<file path="src/rtl/reset_fanout_sequencer_if.sv">
// Request/status bundle between the subsystem reset source and the
// reset fanout sequencer. Optional macro RESET_FANOUT_SEQUENCER_ACK_EN
// adds the per-domain ch_ready acknowledge.
interface reset_fanout_sequencer_if #(
    parameter int NUM_CH = 3
);
    logic              req_reset;
    logic [NUM_CH-1:0] sw_reset;
    logic [NUM_CH-1:0] ch_reset;
    logic              all_released;

`ifdef RESET_FANOUT_SEQUENCER_ACK_EN
    logic [NUM_CH-1:0] ch_ready;

    modport master (
        output req_reset,
        output sw_reset,
        output ch_ready,
        input  ch_reset,
        input  all_released
    );

    modport slave (
        input  req_reset,
        input  sw_reset,
        input  ch_ready,
        output ch_reset,
        output all_released
    );
`else
    modport master (
        output req_reset,
        output sw_reset,
        input  ch_reset,
        input  all_released
    );

    modport slave (
        input  req_reset,
        input  sw_reset,
        output ch_reset,
        output all_released
    );
`endif
endinterface

</file>
<file path="src/rtl/reset_fanout_sequencer.sv">
// Reset fanout sequencer: distributes one upstream reset request to NUM_CH
// domains with a minimum-assertion stretch, staggered per-channel release
// and per-channel software reset pulses. All outputs are registered.
// Optional macro RESET_FANOUT_SEQUENCER_ACK_EN: release of the next channel
// (and entry into RUN) additionally waits for the ch_ready acknowledge of
// the most recently released channel, and all_released requires &ch_ready.
module reset_fanout_sequencer #(
    parameter int NUM_CH  = 3,
    parameter int STRETCH = 4,
    parameter int STAGGER = 2,
    parameter int CNT_W   = 8
) (
    input  logic                     clock,
    input  logic                     reset,
    reset_fanout_sequencer_if.slave  bus
);

    localparam int IDX_W = (NUM_CH > 1) ? $clog2(NUM_CH) : 1;

    localparam logic [IDX_W-1:0] LAST_IDX     = IDX_W'(NUM_CH - 1);
    localparam logic [CNT_W-1:0] STRETCH_C    = CNT_W'(STRETCH);
    localparam logic [CNT_W-1:0] STRETCH_LAST = CNT_W'(STRETCH - 1);
    localparam logic [CNT_W-1:0] STAGGER_C    = CNT_W'(STAGGER);

    typedef enum logic [1:0] {
        ST_ASSERT,
        ST_STRETCH,
        ST_RELEASE,
        ST_RUN
    } state_t;

    state_t            state;
    state_t            state_next;
    logic [CNT_W-1:0]  cnt;
    logic [CNT_W-1:0]  cnt_next;
    logic [IDX_W-1:0]  idx;
    logic [IDX_W-1:0]  idx_next;
    logic [IDX_W-1:0]  idx_inc;
    logic [NUM_CH-1:0] ch_reset_q;
    logic [NUM_CH-1:0] ch_next;
    logic              all_released_q;
    logic              all_released_next;
    logic              release_done;
    logic              step_ok;
    logic              ready_all;
    logic [CNT_W-1:0]  sw_cnt      [NUM_CH];
    logic [CNT_W-1:0]  sw_cnt_next [NUM_CH];

    // Acknowledge qualifiers; tie off to "always ready" when the handshake is absent
`ifdef RESET_FANOUT_SEQUENCER_ACK_EN
    assign step_ok   = bus.ch_ready[idx];
    assign ready_all = &bus.ch_ready;
`else
    assign step_ok   = 1'b1;
    assign ready_all = 1'b1;
`endif

    // Next-state, counter and output computation; req_reset overrides the state path last
    always_comb begin
        state_next   = state;
        cnt_next     = cnt;
        idx_next     = idx;
        ch_next      = ch_reset_q;
        sw_cnt_next  = sw_cnt;
        release_done = 1'b0;
        idx_inc      = idx + 1'b1;

        case (state)
            ST_ASSERT: begin
                ch_next  = '1;
                cnt_next = '0;
                idx_next = '0;
                if (!bus.req_reset) begin
                    state_next = ST_STRETCH;
                end
            end

            ST_STRETCH: begin
                ch_next = '1;
                if (cnt >= STRETCH_LAST) begin
                    state_next = ST_RELEASE;
                    cnt_next   = '0;
                    idx_next   = '0;
                end else begin
                    cnt_next = cnt + 1'b1;
                end
            end

            ST_RELEASE: begin
                if (cnt == '0) begin
                    ch_next[0] = 1'b0;
                    cnt_next   = CNT_W'(1);
`ifndef RESET_FANOUT_SEQUENCER_ACK_EN
                    if (NUM_CH == 1) begin
                        release_done = 1'b1;
                    end
`endif
                end else if ((idx != LAST_IDX) && (cnt >= STAGGER_C) && step_ok) begin
                    ch_next  = ch_reset_q & ~(NUM_CH'(1) << idx_inc);
                    idx_next = idx_inc;
                    cnt_next = CNT_W'(1);
`ifndef RESET_FANOUT_SEQUENCER_ACK_EN
                    if (idx_inc == LAST_IDX) begin
                        release_done = 1'b1;
                    end
`endif
                end else begin
`ifdef RESET_FANOUT_SEQUENCER_ACK_EN
                    if ((idx == LAST_IDX) && bus.ch_ready[NUM_CH-1]) begin
                        release_done = 1'b1;
                    end
`endif
                    if (cnt < STAGGER_C) begin
                        cnt_next = cnt + 1'b1;
                    end
                end
                if (release_done) begin
                    state_next = ST_RUN;
                    cnt_next   = '0;
                    idx_next   = '0;
                end
            end

            ST_RUN: begin
                for (int i = 0; i < NUM_CH; i++) begin
                    ch_next[i] = (sw_cnt[i] != '0);
                    if (bus.sw_reset[i]) begin
                        sw_cnt_next[i] = STRETCH_C;
                    end else if (sw_cnt[i] != '0) begin
                        sw_cnt_next[i] = sw_cnt[i] - 1'b1;
                    end
                end
            end

            default: begin
                state_next = ST_ASSERT;
                ch_next    = '1;
            end
        endcase

        if (bus.req_reset) begin
            state_next  = ST_ASSERT;
            cnt_next    = '0;
            idx_next    = '0;
            sw_cnt_next = '{default: '0};
        end

        all_released_next = (ch_next == '0) && ((state == ST_RUN) || release_done) && ready_all;
    end

    // State, counters and registered outputs with synchronous reset
    always_ff @(posedge clock) begin
        if (reset) begin
            state          <= ST_ASSERT;
            cnt            <= '0;
            idx            <= '0;
            ch_reset_q     <= '1;
            all_released_q <= 1'b0;
            sw_cnt         <= '{default: '0};
        end else begin
            state          <= state_next;
            cnt            <= cnt_next;
            idx            <= idx_next;
            ch_reset_q     <= ch_next;
            all_released_q <= all_released_next;
            sw_cnt         <= sw_cnt_next;
        end
    end

    assign bus.ch_reset     = ch_reset_q;
    assign bus.all_released = all_released_q;

endmodule
</file>
<file path="src/flat_wrapper.sv">
// flat-port wrapper written by rule: the top's interface ports become plain ports
module reset_fanout_sequencer_flat 
#(
    parameter int NUM_CH  = 3,
    parameter int STRETCH = 4,
    parameter int STAGGER = 2,
    parameter int CNT_W   = 8
)
  (clock, reset, bus_req_reset, bus_sw_reset, bus_ch_reset, bus_all_released);
  reset_fanout_sequencer_if #(.NUM_CH(NUM_CH)) bus_i ();
  input  logic clock;
  input  logic reset;
  input wire logic [$bits(bus_i.req_reset)-1:0] bus_req_reset;
  input wire logic [$bits(bus_i.sw_reset)-1:0] bus_sw_reset;
  output wire logic [$bits(bus_i.ch_reset)-1:0] bus_ch_reset;
  output wire logic [$bits(bus_i.all_released)-1:0] bus_all_released;
  assign bus_i.req_reset = bus_req_reset;
  assign bus_i.sw_reset = bus_sw_reset;
  assign bus_ch_reset = bus_i.ch_reset;
  assign bus_all_released = bus_i.all_released;
  reset_fanout_sequencer #(.NUM_CH(NUM_CH), .STRETCH(STRETCH), .STAGGER(STAGGER), .CNT_W(CNT_W)) u_core (.clock(clock), .reset(reset), .bus(bus_i));
endmodule
</file>
<file path="config.mk">
export PLATFORM = sky130hd
export DESIGN_NAME = reset_fanout_sequencer_flat
export DESIGN_NICKNAME = d
export VERILOG_FILES = /design/src/rtl/reset_fanout_sequencer_if.sv /design/src/rtl/reset_fanout_sequencer.sv /design/src/flat_wrapper.sv
export SDC_FILE = /design/constraint.sdc
export NUM_CORES = 1
export LEC_CHECK = 0
export CORE_AREA = 2 2 64 90
export DETAILED_ROUTE_END_ITERATION = 8
export DIE_AREA = 0 0 66 92
export SLEW_MARGIN = 25
export SYNTH_ARGS = -nofsm -noshare
export SYNTH_HDL_FRONTEND = slang
export SYNTH_SLANG_ARGS = --single-unit
export TNS_END_PERCENT = 50
</file>
<file path="constraint.sdc">
create_clock -name clock -period 2.5 [get_ports clock]
set_input_delay 0.5 -clock clock [delete_from_list [all_inputs] [get_ports clock]]
set_output_delay 0.5 -clock clock [all_outputs]
set_load 0.01 [all_outputs]
</file>
### After elaboration in Yosys (flattened, before gate mapping)

Index checks and enable logic that the tools add are counted.

* register bits: 40
* logic and storage cells: 79

* $add $sub $neg: 5
* $lt $le $gt $ge: 3
* eq/ne operators: 10
* shift operators: 1
* mux-type cells: 29
* bitwise gates (word level): 2
* reductions and logical operators: 21

Operators by type and width (count)
* $mux W8: 11
* $pmux W8 S3: 1
* $reduce_bool A8 Y1: 3
* $sub A8 B1 Y8 const B: 3
* $ge A8 B2 Y1 const B: 2
* $mux W2: 7
* $pmux W2 S3: 2
* $pmux W3 S3: 1
* $add A8 B1 Y8 const B: 1
* $logic_not A8 Y1: 1
* $lt A8 B2 Y1 const B: 1
* $reduce_and A2 Y1: 4
* $eq A2 B2 Y1 const B: 3
* $mux W1: 6
* $reduce_bool A2 Y1: 3
* $ne A5 B1 Y1 const B: 1
* $ne A2 B1 Y1 const B: 2
* $reduce_and A4 Y1: 1
* $reduce_or A2 Y1: 2
* $and A3 B3 Y3: 1
* $logic_not A3 Y1: 1
* $mux W3: 1
* $ne A3 B1 Y1 const B: 1
* $ne A3 B3 Y1 const B: 1
* other kinds (10): 11

### Logic depth before layout (Yosys ltp)

Gate-level depths: netlist of run 1.

* word-level depth: 9
* gate-level depth with buffers: 7
* mapped depth without buffers: 7

### Worst setup path before layout of run 1

No wires, ideal clock.

* kind: reg2reg
* start point: reg u_core.sw_cnt[16] (netlist name)
* end point: reg u_core.sw_cnt[20] (netlist name)
* setup time: 0.117 ns
* arrival time: 1.666 ns
* path slack: 0.717 ns
* cell stages (with the launch flop): 8
* path buffers: 0
* clock period less this slack: 1.783 ns
* path through: dfxtp_1 > inv_1 > ha_1 > or4b_4 > or3_1 > nand4_1 > xor2_1 > nor2_1

* longest elaborated chain between the ends: 3
* elaborated cells between the ends (all ways): 6

RTL lines
* start, declared: line reset_fanout_sequencer.sv:46 `logic [CNT_W-1:0] sw_cnt [NUM_CH];`
* start signal, assigned: line reset_fanout_sequencer.sv:166 `sw_cnt <= sw_cnt_next;`
* $sub A8 B1 Y8 / $reduce_bool A8 Y1 (equally long branches): line reset_fanout_sequencer.sv:130, reset_fanout_sequencer.sv:129
* $mux W8 / $reduce_bool A2 Y1 (equally long branches)
* $mux W8 / $reduce_and A2 Y1 (equally long branches)

Several ways; a longest one is shown, not always the timed one. The select of a mux whose other input is x is not followed.
A chain may end at the register's enable or synchronous reset.

### Worst setup path in the final report of run 1

* start point: reg u_core.cnt[1]
* end point: reg u_core.state[1]

* longest elaborated chain between the ends: 7
* elaborated cells between the ends (all ways): 10

RTL lines
* start, declared: line reset_fanout_sequencer.sv:34 `logic [CNT_W-1:0] cnt;`
* start signal, assigned: line reset_fanout_sequencer.sv:162 `cnt <= cnt_next;`
* $ge A8 B2 Y1: line reset_fanout_sequencer.sv:98 `end else if ((idx != LAST_IDX) && (cnt >= STAGGER_C) && step_ok) begin`
* $logic_and A1 B1 Y1: line reset_fanout_sequencer.sv:98
* $mux W1: line reset_fanout_sequencer.sv:98
* $mux W1: line reset_fanout_sequencer.sv:90 `if (cnt == '0) begin`
* $mux W1: line reset_fanout_sequencer.sv:68 `case (state)`
* $ne A2 B1 Y1 (no line)
* $reduce_and A3 Y1 (no line) *
* end signal, assigned: line reset_fanout_sequencer.sv:161 `state <= state_next;`
* end, declared: line reset_fanout_sequencer.sv:32 `state_t state;`

Mark *: on every way between the ends. The rest lies on a longest branch, timed or not. The select of a mux whose other input is x is not followed.

==> impl_metrics.yaml, run 1 <==
pwr:
  swShare: 0.218
  powerDensity_mw_per_mm2: 558
  net-switching-power_uw: 302
  pwr-share-clk: 0.445
  pwr-share-comb: 0.085
  seq_power_share: 0.470
  p_int_mw: 1.09
  power_leakage_nw: 0.908
  ir_drop_mv: 0.256
sta:
  period_needed_ns: 1.99
  hold_violations: 0
  maxSlewViolCount: 0
  slew_headroom: 0.604
  worstMarginPinSlew_ns: 0.587
  fmax_mhz: 503
  skew_ns: 0.00833
  setup_viol: 0
  setup_tns_ns: 0
  fin_crit_sh: 0.795
  rsz0062_at_grt: "no"
global_routing:
  grtUsageTotal: 0.165
  antenna_found_initial: 0
  grt_pass1_wl_mm: 7.85
  grt_pass1_vias: 1740
  grt_start_max_net_pins: 18
  grt_overflow_total: 0
layout:
  nets: 287
  seqCellArea_um2: 801
  insertedDiodeCount: 0
  area_delta_synth_final_pct: 13.4
  final_cells: 335
  drive_above_1_share: 0.101
  fillCellCount: 527
  multi_input_area_mm2: 0.00129
floorplanning:
  die_h_um: 92
  rows: 32
  die-area_mm2: 0.00607
  die_x_um: 66
  initial_utilization: 0.409
  core-area_mm2: 0.00537
  top_level_ports: 10
synth:
  async_reset_ff_frac: 0
  yosysSeqAreaShare: 0.365
  synth_nets: 274
  synth_commonest_cells: "40 x dfxtp_1, 38 x nor2_1, 19 x inv_1, 19 x nand2_1, 15 x a21oi_1"
  ys_warn_count: 0
  synth-seq-cells: 40
  ys_top_cells_by_area: "dfxtp_1 36%, ha_1 8.0%, nor2_1 6.5%"
  avgSynthCellArea_um2: 8.64
  synth_area_leader_cell: "dfxtp_1"
  synth_edf_count: 0
  syn_area_mm2: 0.00219
  yosysTopAreaCellShare: 0.365
  synth_most_common_cell: "dfxtp_1"
  ys.flop_type: "dfxtp_1"
  syn_inst: 254
  synth_cell_types: 56
clocking:
  post_cts_resized: 0
  cts_sinks: 40
  clk_path_buf_depth: 2
  cts_max_level: 2
  cts_setup_buffers: 0
  ctsHoldBuffers: 0
  clock_latency_ns: 0.29
  cts_tree: "yes"
  cts_root_buffer: "clkbuf_8"
  path_clk_slew_ns: 0.08
  cts_made_buffers: 5
placement:
  io_buffers: 9
  dp_hpwl_mm: 3.29
  gp_congestion: 0.756
  dp_cells: 328
run_status:
  status: "finished clean"
drt:
  drtIter0Drc: 58
  wirelength_mm: 4.53
  drc: 0
  dr.pass1.iters: 4
  wl_per_cell_um: 13.5
  via_count: 1797
  routed_via_density: 5.36
  drtAntennaViolNets: 0
worst_setup_path:
  cp_slowest_cell: "dfxtp_1"
  critPathRequiredTime_ns: 2.71
  critPathKind: "reg -> reg"
  critPathArrivalTime_ns: 2.20
  cp-end-kind: "flop"
  crit_chain: "inv_1 -> ha_1 -> o21bai_1 -> a311o_1 -> nand2_1 -> a21oi_1 -> a311oi_1"
  path_max_fanout: 8
  cp_slowest_stage_delay_ns: 0.47
  cp-start-kind: "flop"
run:
  maxCapViolations: 0
min_path:
  hold_path_class: "reg -> reg"
-- per-layer routing --
metal,track usage,wire length [µm]
met2,0.287,2330
met3,0.0331,106
met4,0.0697,95
met5,0,0
met1,0.192,2000
-- worst max-delay path: cells and delay by family (launching register included) --
family          cells  cell delay, ns
compound gates      4            0.92
flops               1            0.47
fa+ha+maj           1            0.23
simple gates        1            0.17
buf+inv             1            0.13
-- cell type report --
cell class	count	area share
tap	68	0.0342
inverter	19	0.0287
multi-input combinational	189	0.518
clock inverter	2	0.0241
clock buffer	5	0.0277
sequential	40	0.322
timing repair buffer	12	0.0452
-- per-stage QoR --
stage | worst slack (ns) | utilization | total power, mW | hold slack (ns) | instance area, µm²
after floorplan | 0.717 | - | 0.746 | 0.457 | 2190
after global placement | 0.481 | 0.440 | 0.785 | 0.473 | 2360
after detailed placement | 0.438 | 0.440 | 0.785 | 0.481 | 2360
after CTS | 0.523 | 0.464 | 1.41 | 0.498 | 2490
after global routing | 0.310 | 0.464 | 1.44 | 0.539 | 2490
final | 0.512 | 0.464 | 1.39 | 0.493 | 2490
-- state kept, by name, summed over array words and instances, names as in the netlist --
register                 count
u_core.bus.all_released      1
u_core.sw_cnt               24
u_core.cnt                   8
u_core.bus.ch_reset          3
u_core.state                 2
u_core.idx                   2
-- layout by cell type, fill, tap and decap left out, drive strengths merged, types with 3 or more instances in the layout --
cell	instances
a21o	3
a21oi	15
a311oi	5
a31oi	7
buf	3
clkbuf	5
clkdlybuf4s50	9
dfxtp	40
ha	14
inv	19
mux2i	3
nand2	19
nand3	9
nand4	4
nand4b	3
nor2	38
nor3	8
nor4	5
o21ai	6
or3	7
xnor2	10
xor2	4
-- logic make-up after synthesis --
kind of cell | Yosys count | synth area share
buffers and inverters | 25 | 0.0473
XOR/XNOR | 14 | 0.0559
adder cells (fa/ha/maj) | 14 | 0.0798
AND/OR/NAND/NOR | 106 | 0.258
AO/OA/AOI/OAI | 52 | 0.180
flip-flops | 40 | 0.365
multiplexers | 3 | 0.0137
-- final timing paths --
path / start / to / slack [ns] / cells past startpoint
max: u_core.cnt[1] / u_core.state[1] / 0.51 / 7
min: u_core.sw_cnt[1] / u_core.sw_cnt[1] / 0.49 / 2
max reg2reg: u_core.cnt[1] / u_core.state[1] / 0.51 / 7
min reg2reg: u_core.sw_cnt[1] / u_core.sw_cnt[1] / 0.49 / 2
-- power groups by stage --
stage               Combinational, mW  Sequential, mW  Clock, mW
floorplan                      0.0788           0.667          0
global placement                0.118           0.668          0
detailed placement              0.117           0.668          0
CTS                             0.118           0.653      0.640
global route                    0.131           0.654      0.659
finish                          0.118           0.653      0.617
Note: power is estimated with default switching activity, not from simulation.
==> run 2: changes to the inputs <==
Clock period 2.5 ns to 1.9 ns, I/O delays scaled along.
==> run 2 against run 1 <==
Against the previous run:
- utilization up 2.2 points
- register-to-register slack got worse by 0.39 ns
- clock-buffer cell count up 1
- combinational power is 44% higher
- via count up 4.0%
- final area grew 4.7%
- critical path depth unchanged
- first-iteration DRC count rose by 36%
- routed wire length is 4.6% higher
==> impl_metrics.yaml, run 2 (synthesized netlist as in run 1, its figures left out) <==
run_status:
  status: "finished clean"
floorplanning:
  die_h_um: 92
  die_x_um: 66
  rows: 32
  initial_utilization: 0.409
  top_level_ports: 10
  core-area_mm2: 0.00537
  die-area_mm2: 0.00607
worst_setup_path:
  path_max_fanout: 3
  critPathKind: "reg -> reg"
  cp-endpoint: "u_core.bus.all_released"
  cp-start-kind: "flop"
  crit_start: "u_core.cnt[0]"
  r2r-start: "u_core.cnt[0]"
  worstRegToRegCells: 7
  cp_slowest_stage_delay_ns: 0.34
  cp-end-kind: "flop"
  crit_chain: "inv_1 -> ha_1 -> o21bai_1 -> a31oi_1 -> nand2_1 -> a32o_1 -> nor4_2"
  reg2reg_slack_ns: 0.12
  cp_slowest_cell: "dfxtp_1"
  critPathArrivalTime_ns: 1.99
  rr_endpoint: "u_core.bus.all_released"
  critPathRequiredTime_ns: 2.11
min_path:
  hold_path_class: "reg -> reg"
global_routing:
  grtUsageTotal: 0.174
  grt_start_max_net_pins: 21
  grt_overflow_total: 0
  antenna_found_initial: 0
  grt_pass1_wl_mm: 8.29
  grt_pass1_vias: 1891
sta:
  slew_headroom: 0.654
  setup_viol: 0
  rsz0062_at_grt: "yes"
  worstMarginPinSlew_ns: 0.514
  period_needed_ns: 1.78
  maxSlewViolCount: 0
  fmax_mhz: 562
  setup_tns_ns: 0
  worst_slack_ns: 0.121
  fin_crit_sh: 0.936
  skew_ns: 0.0100
  hold_violations: 0
layout:
  layout_common_cells: "39 x dfxtp_1, 38 x nor2_1, 18 x nand2_1, 18 x buf_4, 17 x inv_1"
  nets: 303
  area_delta_synth_final_pct: 18.8
  drive_above_1_share: 0.183
  fillCellCount: 530
  insertedDiodeCount: 0
  final_common_cell: "dfxtp_1"
  top_register: "u_core.sw_cnt"
  largest_register_ffs: 24
pwr:
  power_mw: 1.62
  power_leakage_nw: 0.976
  ir_drop_mv: 0.333
  powerDensity_mw_per_mm2: 622
drt:
  drtIter0Drc: 79
  routed_via_density: 5.31
  wl_per_cell_um: 13.5
  drtAntennaViolNets: 0
  via_count: 1868
  drc: 0
  wirelength_mm: 4.74
  dr.pass1.iters: 4
clocking:
  path_clk_slew_ns: 0.08
  cts_sinks: 40
  cts_max_level: 2
  cts_tree: "yes"
  ctsHoldBuffers: 0
  cts_root_buffer: "clkbuf_8"
  clock_latency_ns: 0.29
  clk_path_buf_depth: 2
  cts_made_buffers: 5
placement:
  gp_congestion: 0.776
  io_buffers: 9
  dp_hpwl_mm: 3.47
  post-place-ws_ns: 0.0433
run:
  maxCapViolations: 0
[run 2: changes by cell type in the layout (fill, tap and decap cells not counted), sizes merged]
cell / change
buf: +16
bufinv: -2
clkinv: +2
clkbuf: +1
[run 2: worst min-delay path by stage]
| stage | from | end | slack, ns | cells after the start |
|---|---|---|---|---|
| CTS | u_core.sw_cnt[1] | u_core.sw_cnt[1] | 0.49 | 2 |
| finish | u_core.sw_cnt[1] | u_core.sw_cnt[1] | 0.49 | 2 |
| detailed placement | u_core.sw_cnt[1] | u_core.sw_cnt[1] | 0.48 | 2 |
| global route | u_core.sw_cnt[14] | u_core.sw_cnt[14] | 0.51 | 2 |
| global placement | u_core.sw_cnt[14] | u_core.sw_cnt[14] | 0.47 | 2 |
| floorplan | u_core.sw_cnt[1] | u_core.sw_cnt[1] | 0.46 | 2 |
[run 2: power by group]
part	internal, mW	leakage, nW	switching [mW]
registers	0.848	0.323	0.00984
clock network	0.290	0.0510	0.302
logic	0.0737	0.602	0.0962
total	1.21	0.976	0.408
[run 2: per-layer routing]
metal,part of all wire,vias to the layer above,wire length [µm],track usage
met5,0,-,0,0
met4,0.011,0,53,0.0680
met3,0.025,4,118,0.0417
met2,0.53,21,2500,0.310
met1,0.44,885,2060,0.196
li1,-,958,-,-
[run 2: what timing repair did]
item                       4_1_cts  5_1_grt
buffers inserted                 0        1
setup endpoints to repair        0       13
gates resized for setup          0       10
[run 2: area by class of cell]
| class | instances | area, µm² | share of cell area |
|---|---|---|---|
| Clock buffer | 6 | 82.6 | 0.0317 |
| Clock inverter | 2 | 10.0 | 0.00384 |
| Inverter | 19 | 71.3 | 0.0274 |
| Multi-Input combinational cell | 189 | 1320 | 0.506 |
| Sequential cell | 40 | 802 | 0.308 |
| Tap cell | 68 | 85.1 | 0.0326 |
| Timing Repair Buffer | 28 | 236 | 0.0907 |
[run 2: stage by stage]
step / utilization / hold WS, ns / instance area (µm²) / cells
after floorplan: - / 0.457 / 2190 / 254
after global placement: 0.461 / 0.474 / 2470 / 343
after detailed placement: 0.461 / 0.476 / 2470 / 343
after CTS: 0.478 / 0.489 / 2560 / 351
after global routing: 0.486 / 0.512 / 2610 / 352
final: 0.486 / 0.491 / 2610 / 352
[run 2: critical path, delay by kind of cell (launching register included)]
kind,cells,cell delay [ns]
simple gates,2,0.32
buf+inv,1,0.08
fa+ha+maj,1,0.21
compound gates,3,0.76
flops,1,0.34
